<file path="config.mk">
export PLATFORM = sky130hd
export DESIGN_NAME = mem_port_arbiter
export DESIGN_NICKNAME = d
export VERILOG_FILES = /design/src/rtl/mem_port_arbiter.sv
export SDC_FILE = /design/constraint.sdc
export NUM_CORES = 1
export LEC_CHECK = 0
export BUFFER_PORTS_ARGS = -buffer_cell sky130_fd_sc_hd__clkbuf_2
export CAP_MARGIN = 30
export CORE_MARGIN = 5
export CORE_UTILIZATION = 51
export CTS_CLUSTER_SIZE = 14
export DETAILED_ROUTE_END_ITERATION = 8
export PLACE_DENSITY = 0.93
export RECOVER_POWER = 50
export SYNTH_ARGS = -nofsm -noshare
export SYNTH_HDL_FRONTEND = slang
export SYNTH_SLANG_ARGS = --single-unit
</file>
<file path="constraint.sdc">
create_clock -name clk -period 6.86 [get_ports clk]
set_input_delay 0.343 -clock clk [delete_from_list [all_inputs] [get_ports clk]]
set_output_delay 0.343 -clock clk [all_outputs]
set_load 0.02 [all_outputs]
</file>
<file path="src/rtl/mem_port_arbiter.sv">
// Arbitrates the MIPS core's instruction-fetch and data ports onto one single-ported RAM.
// Data requests win; each completed result is held and the core stalls until all its requests are served.
module mem_port_arbiter #(
  parameter int TIMEOUT = 255
) (
  input  logic        clk,
  input  logic        rst,
  input  logic        inst_ren,
  input  logic [31:0] inst_addr,
  output logic [31:0] inst_data,
  input  logic        mem_ren,
  input  logic        mem_wen,
  input  logic [31:0] mem_addr,
  input  logic [31:0] mem_dout,
  output logic [31:0] mem_din,
  output logic        stall,
  output logic        ram_req,
  output logic        ram_we,
  output logic [31:0] ram_addr,
  output logic [31:0] ram_wdata,
  input  logic        ram_ready,
  input  logic [31:0] ram_rdata,
  output logic        timeout_err
);

  localparam logic [8:0] TMO_LIM = 9'(TIMEOUT);

  typedef enum logic [1:0] {IDLE, BUSY_I, BUSY_D} state_t;

  state_t     state;
  logic       i_srv;
  logic       d_srv;
  logic [7:0] tmo_cnt;
  logic       ireq;
  logic       dreq;
  logic       i_elig;
  logic       d_elig;
  logic       tmo_hit;

  assign ireq    = inst_ren;
  assign dreq    = mem_ren | mem_wen;
  assign i_elig  = ireq & ~i_srv;
  assign d_elig  = dreq & ~d_srv;
  assign stall   = i_elig | d_elig;
  // Abort on the BUSY cycle whose increment would bring the count up to the limit.
  assign tmo_hit = ({1'b0, tmo_cnt} + 9'd1) >= TMO_LIM;

  always_ff @(posedge clk or posedge rst) begin
    if (rst) begin
      state       <= IDLE;
      ram_req     <= 1'b0;
      ram_we      <= 1'b0;
      ram_addr    <= '0;
      ram_wdata   <= '0;
      inst_data   <= '0;
      mem_din     <= '0;
      i_srv       <= 1'b0;
      d_srv       <= 1'b0;
      timeout_err <= 1'b0;
      tmo_cnt     <= '0;
    end else begin
      // The core advances at the end of any non-stalled cycle; a dropped request also forgets its flag.
      if (!stall || !ireq) i_srv <= 1'b0;
      if (!stall || !dreq) d_srv <= 1'b0;

      case (state)
        IDLE: begin
          tmo_cnt <= '0;
          if (d_elig) begin
            ram_req   <= 1'b1;
            ram_we    <= mem_wen;
            ram_addr  <= mem_addr;
            ram_wdata <= mem_dout;
            state     <= BUSY_D;
          end else if (i_elig) begin
            ram_req  <= 1'b1;
            ram_we   <= 1'b0;
            ram_addr <= inst_addr;
            state    <= BUSY_I;
          end
        end

        BUSY_I, BUSY_D: begin
          if (ram_ready) begin
            if (state == BUSY_I) begin
              inst_data <= ram_rdata;
              i_srv     <= 1'b1;
            end else begin
              if (!ram_we) mem_din <= ram_rdata;
              d_srv <= 1'b1;
            end
            ram_req <= 1'b0;
            state   <= IDLE;
          end else if (tmo_hit) begin
            // Give up: mark the port served with its old result so the core cannot hang.
            if (state == BUSY_I) i_srv <= 1'b1;
            else                 d_srv <= 1'b1;
            timeout_err <= 1'b1;
            tmo_cnt     <= tmo_cnt + 8'd1;
            ram_req     <= 1'b0;
            state       <= IDLE;
          end else begin
            tmo_cnt <= tmo_cnt + 8'd1;
          end
        end

        default: begin
          ram_req <= 1'b0;
          state   <= IDLE;
        end
      endcase
    end
  end

endmodule

</file>
# After elaboration in Yosys (flattened, before gate mapping)
# Index checks and enable logic that the tools add are counted.
totals:
  inputBits: 134
  out_inout_bits: 132
  regBits: 143
classes:
  reduce_logical: 16
  n_addsub: 2
  n_bitwise: 9
  eq_ne: 5
  order_cmp: 1
  mux: 26
op_table:
  columns: ["cell", "count"]
  rows:
  - ["2-to-1 mux 32 bit", 2]
  - ["2-to-1 mux 1 bit", 16]
  - ["case mux 8 bit (2 select lines)", 1]
  - ["adder 8 x 1 -> 9 bit (second input constant)", 1]
  - ["greater-or-equal comparator 9 x 8 -> 1 bit (second input constant)", 1]
  - ["adder 8 x 1 -> 8 bit (second input constant)", 1]
  - ["2-to-1 mux 2 bit", 4]
  - ["2-to-1 mux 8 bit", 1]
  - ["AND reduction 2 bit", 4]
  - ["!= test 3 bit (second input constant)", 2]
  - ["AND reduction 3 bit", 2]
  - ["NOT 1 bit", 5]
  - ["case mux 2 bit (2 select lines)", 1]
  - ["AND reduction 4 bit", 1]
  - ["nonzero test 2 bit", 2]
  - ["logical NOT 1 bit", 3]
  - ["bitwise AND 1 bit", 2]
  - ["equality test 2 x 1 -> 1 bit (second input constant)", 1]
  - ["equality test 2 bit (second input constant)", 1]
  - ["logical NOT 2 bit", 1]
  - ["logical OR 1 bit", 2]
  - ["!= test 2 bit (second input constant)", 1]
  - ["OR 1 bit", 2]
  - ["case mux 1 bit (2 select lines)", 1]
  - ["OR reduction 2 bit", 1]

# Logic depth before layout (Yosys ltp)
# Gate-level depths: netlist of the first run.
logic_depth:
  word_depth: 10
  ltp_mapped: 8
  ltp_nobuf: 7

# Worst setup path after synthesis of the first run
# Ideal clock, no wire load.
synth_timing:
  path_kind: "register -> register"
  startpoint: "reg state[0]"
  endpoint: "reg mem_din[0]"
  stages_incl_launch_ff: 7
  setup_ns: 0.125
  setup_slack_ns: 5.040
  period_less_slack_ns: 1.820
  t_arrival_ns: 1.695
  path_buffers: 1
  cell_sequence: "dfrtp_1 > inv_1 > ha_1 > nand2b_1 > nor3b_2 > buf_2 > mux2_2"
synth_via:
  elab_chain_cells: 3
  word_cells_on_any_way: 5
  classes_between: "2 x eq/ne; 1 x bitwise; 2 x reduce/logical"
synth_lines:
  columns: ["element", "line", "text"]
  rows:
  - ["from (decl)", "30", "state_t state;"]
  - ["from (signal assigned)", "50", "state <= IDLE;"]
  - ["from (signal assigned)", "74", "state <= BUSY_D;"]
  - ["from (signal assigned)", "79", "state <= BUSY_I;"]
  - ["equality test 2 x 1 -> 1 bit / equality test 2 bit (equally long branches)", "66, 85", null]
  - ["OR reduction 2 bit / NOT 1 bit (equally long branches)", null, null]
  - ["AND reduction 4 bit (no line) *", null, null]
  - ["to (signal assigned)", "89", "if (!ram_we) mem_din <= ram_rdata;"]
  - ["to (decl)", "15", "output logic [31:0] mem_din,"]
# Every way passes the cells marked *; elsewhere a longest branch is shown, timed or not.
# A chain may end at the register's enable or synchronous reset.

==> summary.md, run 1 <==
| Metric | Value |
|---|---|
| First-pass GRT wire length | 25.7 mm |
| Critical path data arrival time | 3970 ps |
| Worst setup EP type | async pin |
| Fin cells | 870 |
| Sink Count | 143 |
| Library cells used by synthesis | between 40 and 50 |
| Max FO, Critical Path | roughly 60 |
| Total CTS buffers | 17 |
| Post-CTS Hold Buffers | 1 |
| Resized cells post-CTS | 0 |
| FP Rows | 39 |
| Final #Nets | between 800 and 900 |
| GP Congestion | 0.938 |
| Clock Tree Buf Depth | 2 |
| Wire length per cell | 18.3 um |
| Die area | between 0.01 and 0.015 sq mm |
| Detailed placer's ending HPWL | 12.0 mm |
| Seq/Total Area, Yosys | 0.600 |
| Syn avg cell area | roughly 13 sq um |
| Inst Count DP | 840 |
| Critical path type | in -> async |
| Initial antenna violation count | 0 |
| Final Total Pwr | between 0.004 and 0.005 W |
| Main synth FF type | dfrtp_1 |
| Setup TNS Final | 0 ps |
| Post-route DRC | 0 |
| Clock slew at reported path FFs | ~60 ps |
| H-tree depth | 4 |
| Post-Place Cell Area | approximately 0.0074 sq mm |
| Synth Instances | around 450 |
| Req. time, crit path | roughly 7400 ps |
| Area Growth Syn to Fin | 31.7% |
| Failing checks | max-capacitance violations, max-slew violations |
| Fraction of layout cells with a size suffix above 1 | 0.380 |
| IO buf count | 265 |
| Post-Syn Area | between 0.005 and 0.006 sq mm |
| Peak VDD IR | approximately 0.34 mV |
| Max-slew headroom | -0.634 |
| Flops & latches, synth | between 100 and 150 |
| Core Box Area | 0.0115 sq mm |
| YS warnings | 0 |
| Largest net degree at the start of global routing | 66 |
| CTS tree | built |
| Min-delay worst type | in -> reg |
| GR Util All Layers | 0.227 |
| First-pass detailed-route iteration total | 4 |
| Slew @ Worst Pin | around 2400 ps |
| Starting Density | 0.520 |
| Static Leak | 3.66 nW |
| Unrepaired setup endpoints after global routing | false |
| ANT nets after route | 0 |
| Max cap viols | 2 |
| DRT iter0 DRCs | ~220 |
| FMAX | between 0.2 and 0.3 GHz |
| Total wire length | 15.9 mm |
| Final Cycle Share | 0.496 |
| Outcome | finished, violations left |
| ANT cells | 0 |
| Grt ovf | 0 |
| DR vias/cell | between 5 and 6 |
| Setup violation total in the final timing report | 0 |
| Setup Fix Bufs, Post-CTS | 0 |
| Worst skew pair latency | about 400 ps |
| Final core occ | 0.685 |
| PD cells | 543 mW/mm^2 |
| Vias post-DR | about 4600 |
| Fraction of registers with async set/reset | 1.00 |
| Vias in the first global route | roughly 5100 |
| Final hold viol count | 0 |
| Period minus WS final | between 3000 and 4000 ps |
| Die H | roughly 120 um |
| Worst-case clock skew | between 8 and 9 ps |
| IO Pins | between 200 and 300 |
| Root Buffer | clkbuf_16 |
| Syn_nets | ~590 |
| Max-slew violations | 84 |
| Final instance area | between 0.007 and 0.008 sq mm |
| Post-synth EDFFs | 0 |
| Width of the chip | ~120 um |
| CP Launch Type | input pin |
-- cells in the mapped netlist, types with 2 or more instances --
| library cell | number | area share |
|---|---|---|
| nor2_1 | 4 | 0.0025 |
| and3_1 | 2 | 0.0021 |
| nand2_1 | 45 | 0.028 |
| a22o_1 | 2 | 0.0029 |
| o21bai_1 | 2 | 0.0025 |
| nand3_1 | 3 | 0.0025 |
| mux2i_1 | 33 | 0.055 |
| a21oi_1 | 4 | 0.0034 |
| dfrtp_1 | 143 | 0.60 |
| o22ai_1 | 4 | 0.0042 |
| nor3b_2 | 2 | 0.0042 |
| buf_2 | 16 | 0.013 |
| a211o_1 | 2 | 0.0029 |
| o21ai_0 | 42 | 0.035 |
| nand2b_1 | 3 | 0.0031 |
| nand3_2 | 2 | 0.0034 |
| ha_1 | 4 | 0.0084 |
| buf_1 | 3 | 0.0019 |
| clkbuf_1 | 4 | 0.0025 |
| inv_1 | 7 | 0.0044 |
| nor2b_1 | 6 | 0.0063 |
| a211oi_1 | 3 | 0.0038 |
| mux2_2 | 96 | 0.18 |
-- layout by cell type, fill, tap and decap left out, drive strengths merged, types with 3 or more instances in the layout --
cell type	netlist	layout
clkbuf	4	286
dfrtp	143	143
mux2	96	96
nand2	46	46
o21ai	42	42
mux2i	33	33
inv	7	8
nor2b	6	6
nor2	5	5
nand3	5	5
a21oi	4	4
o22ai	4	4
ha	4	4
clkinvlp	0	4
buf	20	4
nand2b	3	3
a211oi	3	3
and3	3	3
nor3b	3	3
-- stage by stage --
stage	hold WS, ps	setup slack (ps)
detailed placement	424	4300
global route	153	2830
CTS	152	4440
global placement	414	4550
floorplan	483	2680
finish	163	3460
-- critical path, stage by stage --
cell and delay (ps):
dlygate4sd3_1 550, clkbuf_2 110, clkinvlp_2 1380, clkbuf_1 1180, buf_16 370
-- path summary, 6_finish.rpt --
kind | cells after the start | from | to | slack [ps]
worst max-delay path | 5 | rst | mem_din[12] | 3460
worst min-delay path | 2 | mem_dout[22] | ram_wdata[22] | 160
worst max register to register | 5 | d_srv | ram_addr[7] | 4460
worst min register to register | 2 | ram_addr[19] | ram_addr[19] | 480
max in group clk | 5 | d_srv | ram_addr[7] | 4460
min in group asynchronous | 3 | rst | mem_din[22] | 1150
-- metal layers --
metal | vias up | share of wire | track usage
li1 | 2126 | - | -
met1 | 2240 | 0.36 | 0.250
met2 | 219 | 0.55 | 0.411
met3 | 30 | 0.070 | 0.0635
met4 | 0 | 0.027 | 0.0939
met5 | - | 0 | 0
-- area by class of cell --
| cell class | count | area [sq um] |
|---|---|---|
| Clock buffer | 20 | 467 |
| Fill cell | 860 | 3610 |
| Clock inverter | 9 | 110 |
| Multi-Input combinational cell | 277 | 2270 |
| Timing Repair Buffer | 271 | 1230 |
| Tap cell | 143 | 179 |
| Sequential cell | 143 | 3580 |
| Inverter | 7 | 27.5 |
-- cells by family after synthesis --
family,after synthesis,share of synthesized area
AOI/OAI and AO/OA,67,0.0677
xor gates and xnor gates,1,0.00147
adders and majority gates,4,0.00839
buffers and inverters,31,0.0241
DFF,143,0.600
muxes,129,0.236
and+or+nand+nor,76,0.0623
-- power breakdown --
group | switching (W) | internal (W) | total [W]
combinational | 0.00118 | 0.000686 | 0.00187
sequential | 0.000236 | 0.00126 | 0.00150
clock | 0.000343 | 0.000559 | 0.000902
-- registers in the layout, indices dropped and copies added, names as in the netlist --
name / cells
inst_data: 32
mem_din: 32
ram_addr: 32
ram_wdata: 32
tmo_cnt: 8
state: 2
d_srv: 1
i_srv: 1
ram_req: 1
ram_we: 1
timeout_err: 1
Power figures use the tool's default switching activity.
==> inputs of run 2 (changes only) <==
--- a/config.mk
+++ b/config.mk
@@ -8,10 +8,10 @@
 export BUFFER_PORTS_ARGS = -buffer_cell sky130_fd_sc_hd__clkbuf_2
 export CAP_MARGIN = 30
 export CORE_MARGIN = 5
-export CORE_UTILIZATION = 51
+export CORE_UTILIZATION = 47
 export CTS_CLUSTER_SIZE = 14
 export DETAILED_ROUTE_END_ITERATION = 8
-export PLACE_DENSITY = 0.93
+export PLACE_DENSITY = 0.87
 export RECOVER_POWER = 50
 export SYNTH_ARGS = -nofsm -noshare
 export SYNTH_HDL_FRONTEND = slang
==> constraint.sdc (replaced) <==
create_clock -name clk -period 3.4 [get_ports clk]
set_input_delay 0.17 -clock clk [delete_from_list [all_inputs] [get_ports clk]]
set_output_delay 0.17 -clock clk [all_outputs]
set_load 0.02 [all_outputs]
==> run 2 against run 1 <==
The flow now finishes without violations. Non-clock buffer count grew 49. Clock skew up 3.3 ps. Die area rose by 7.8%. Critical path depth is 1 higher. Via count increased by 4.4%. Sequential power grew 100%. Power increased by 110%. First-iteration DRC count shrank 26%. Critical endpoint is now mem_din[8]. Highest routed layer unchanged.
==> summary.md, run 2 (same netlist as run 1, synthesis figures left out) <==
| Metric | Value |
|---|---|
| Min-delay worst type | in -> reg |
| Buf/Inv on CP | 2 (-3) |
| Worst-case clock skew | 12.0 ps (+3.26 ps) |
| Die area | 0.0151 sq mm (+7.8%) |
| Clock Tree Buf Depth | 2 (unchanged) |
| Starting Density | 0.477 (-0.0436) |
| Slowest-stage cell, CP | ha_1 |
| Most frequent cells in the layout | clkbuf_2 (199), dfrtp_1 (143), mux2_2 (96) |
| FMAX | about 0.43 GHz |
| ANT nets after route | 0 (unchanged) |
| Largest net degree at the start of global routing | 71 (+7.6%) |
| Combinational share of power | 0.434 (-0.004) |
| Critical path, cell by cell | inv_1 -> ha_1 -> nand2b_1 -> nor3b_4 -> buf_4 -> mux2_2 |
| Final core occ | 0.683 (-0.00280) |
| Max-slew headroom | 0.0853 (+0.719) |
| Final Cycle Share | 0.686 |
| GRT met1 Usage | 0.230 (-0.0206) |
| Worst skew pair latency | 420 ps (about the same) |
| Grt ovf | 0 (unchanged) |
| CP startpoint | state[0] |
| Setup violation total in the final timing report | 0 (unchanged) |
| IO Pins | 266 (unchanged) |
| Final hold viol count | 0 (unchanged) |
| Fill cells | 914 (+6.3%) |
| Resized cells post-CTS | 0 (unchanged) |
| Max-slew violations | 0 (-100%) |
| Core Box Area | 0.0125 sq mm (+9.2%) |
| DR vias/cell | 5.07 (-4.5%) |
| Die H | 123 um (+3.8%) |
| Vias post-DR | 4817 (+4.4%) |
| Worst flop-to-flop path startpoint | state[0] |
| Int Pwr | 0.00542 W (+120%) |
| Max FO, Critical Path | 32 (-48%) |
| Peak VDD IR | 0.622 mV (+82%) |
| Initial antenna violation count | 0 (unchanged) |
| Commonest non-fill, non-tap cell in the layout | clkbuf_2 |
| Sink Count | 143 (unchanged) |
| Final #Nets | 904 (+5.7%) |
| Total wire length | 16.7 mm (+5.0%) |
| Vias in the first global route | 5354 (+5.0%) |
| Worst r2r dst | mem_din[8] |
| Clock slew at reported path FFs | 60 ps (about the same) |
| Width of the chip | 123 um (+3.8%) |
| Outcome | completed |
| Detailed placer's ending HPWL | 11.4 mm (-5.1%) |
| Setup TNS Final | 0 ps (unchanged) |
| Fraction of layout cells with a size suffix above 1 | 0.439 (+0.0594) |
| Max cap viols | 0 (-2) |
| ANT cells | 0 (unchanged) |
| Switching Share | 0.401 (-0.0121) |
| GR Util All Layers | 0.225 (-0.00208) |
| Crit path max-delay family | adder cells |
| Worst Hold Slack | 4.53 ps (-158 ps) |
| First-pass detailed-route iteration total | 4 (unchanged) |
| GP Congestion | 0.844 (-10%) |
| Reg2reg setup slack | 1070 ps (-3390 ps) |
| Unrepaired setup endpoints after global routing | false |
| FP Rows | 41 (+5.1%) |
| IO buf count | 265 (unchanged) |
| Req. time, crit path | 3690 ps (-3740 ps) |
| Critical Path Sink | mem_din[8] |
| Final Total Pwr | 0.00904 W (+110%) |
| Instance count on the critical path | 6 (+1) |
| CP Launch Type | flop |
| Slew @ Worst Pin | 1370 ps (-1070 ps) |
| Root Buffer | clkbuf_16 |
| First-pass GRT wire length | 26.2 mm (+1.8%) |
| Critical path type | reg -> reg |
| Hold path cells | 2 (unchanged) |
| Post-route DRC | 0 (unchanged) |
| Total CTS buffers | 17 (unchanged) |
| GR Util met2 | 0.418 (+0.00714) |
| Clock network fraction of total power | 0.228 (+0.017) |
| H-tree depth | 4 (unchanged) |
| Period minus WS final | roughly 2300 ps |
| Critical path data arrival time | 2620 ps (-1350 ps) |
| Critical Path Max Stage Delay | 550 ps (-830 ps) |
| Switching power total | 0.00363 W (+110%) |
| Reg2Reg Depth | 6 (+1) |
| Flop pwr share | 0.337 (-0.014) |
| Worst setup EP type | flop |
| DRT iter0 DRCs | 164 (-26%) |
| GR Layer Usage met3 | 0.0682 (+0.00469) |
| Area Growth Syn to Fin | 43.1% |
| PD cells | 1060 mW/mm^2 (+95%) |
| Static Leak | 4.11 nW (+12%) |
| Wire length per cell | 17.6 um (-4.0%) |
| Most Used Layer, Global Route | met2 |
| CTS tree | built |
==> run 2: changes by cell type in the layout (fill, tap and decap cells not counted), sizes merged <==
cell         before  now
clkinvlp          4    2
clkbuf          286  288
bufinv            2    5
buf               4    5
dlygate4sd3       1   48
inv               8    9
==> run 2: per-layer routing <==
| layer | vias up | wire [um] |
|---|---|---|
| met5 | - | 0 |
| li1 | 2220 | - |
| met1 | 2358 | 5820 |
| met3 | 40 | 1110 |
| met4 | 0 | 610 |
| met2 | 199 | 9190 |
==> run 2: final cells by class <==
cell class | count | area, sq um | share of cell area
Sequential cell | 143 | 3580 | 0.419
Multi-Input combinational cell | 277 | 2270 | 0.266
Timing Repair Buffer | 320 | 1790 | 0.209
Clock buffer | 21 | 460 | 0.0539
Tap cell | 172 | 215 | 0.0252
Clock inverter | 11 | 201 | 0.0236
Inverter | 7 | 30.0 | 0.00351
==> run 2: timing repair <==
action / CTS / global route
buffers inserted: 0 / 0
setup endpoints to repair: 0 / 0
hold buffers: 48 / 0
endpoints found under the hold margin: 80 / 0
==> run 2: how the worst min path moves through the flow <==
stage / start / endpoint / slack, ps
2_1_floorplan: mem_wen / ram_we / 310
3_3_place_gp: mem_dout[29] / ram_wdata[29] / 400
3_5_place_dp: rst / ram_wdata[31] / 250
4_1_cts: mem_dout[15] / ram_wdata[15] / 0.5
5_1_grt: ram_rdata[18] / inst_data[18] / 1
6_report: ram_rdata[18] / mem_din[18] / 5
==> run 2: through the flow <==
step,area (sq um),worst slack (ps),std cells
after global placement,7460,1180,870
after CTS,8630,1080,951
final,8540,1070,951
after floorplan,5970,1440,451
after detailed placement,7490,1120,871
after global routing,8540,949,951
==> run 2: power by group through the flow <==
stage          Sequential [W]  Clock [W]  Combinational [W]
4_1_cts               0.00304    0.00209            0.00403
5_1_grt               0.00314    0.00217            0.00422
2_1_floorplan         0.00393          0            0.00172
3_5_place_dp          0.00305          0            0.00397
6_report              0.00305    0.00207            0.00393
3_3_place_gp          0.00300          0            0.00381
==> run 2: worst reg2reg max path, stage by stage (launching register included) <==
cell and delay [ps]:
dfrtp_1 400, inv_1 80, ha_1 550, nand2b_1 190
nor3b_4 190, buf_4 410, mux2_2 400
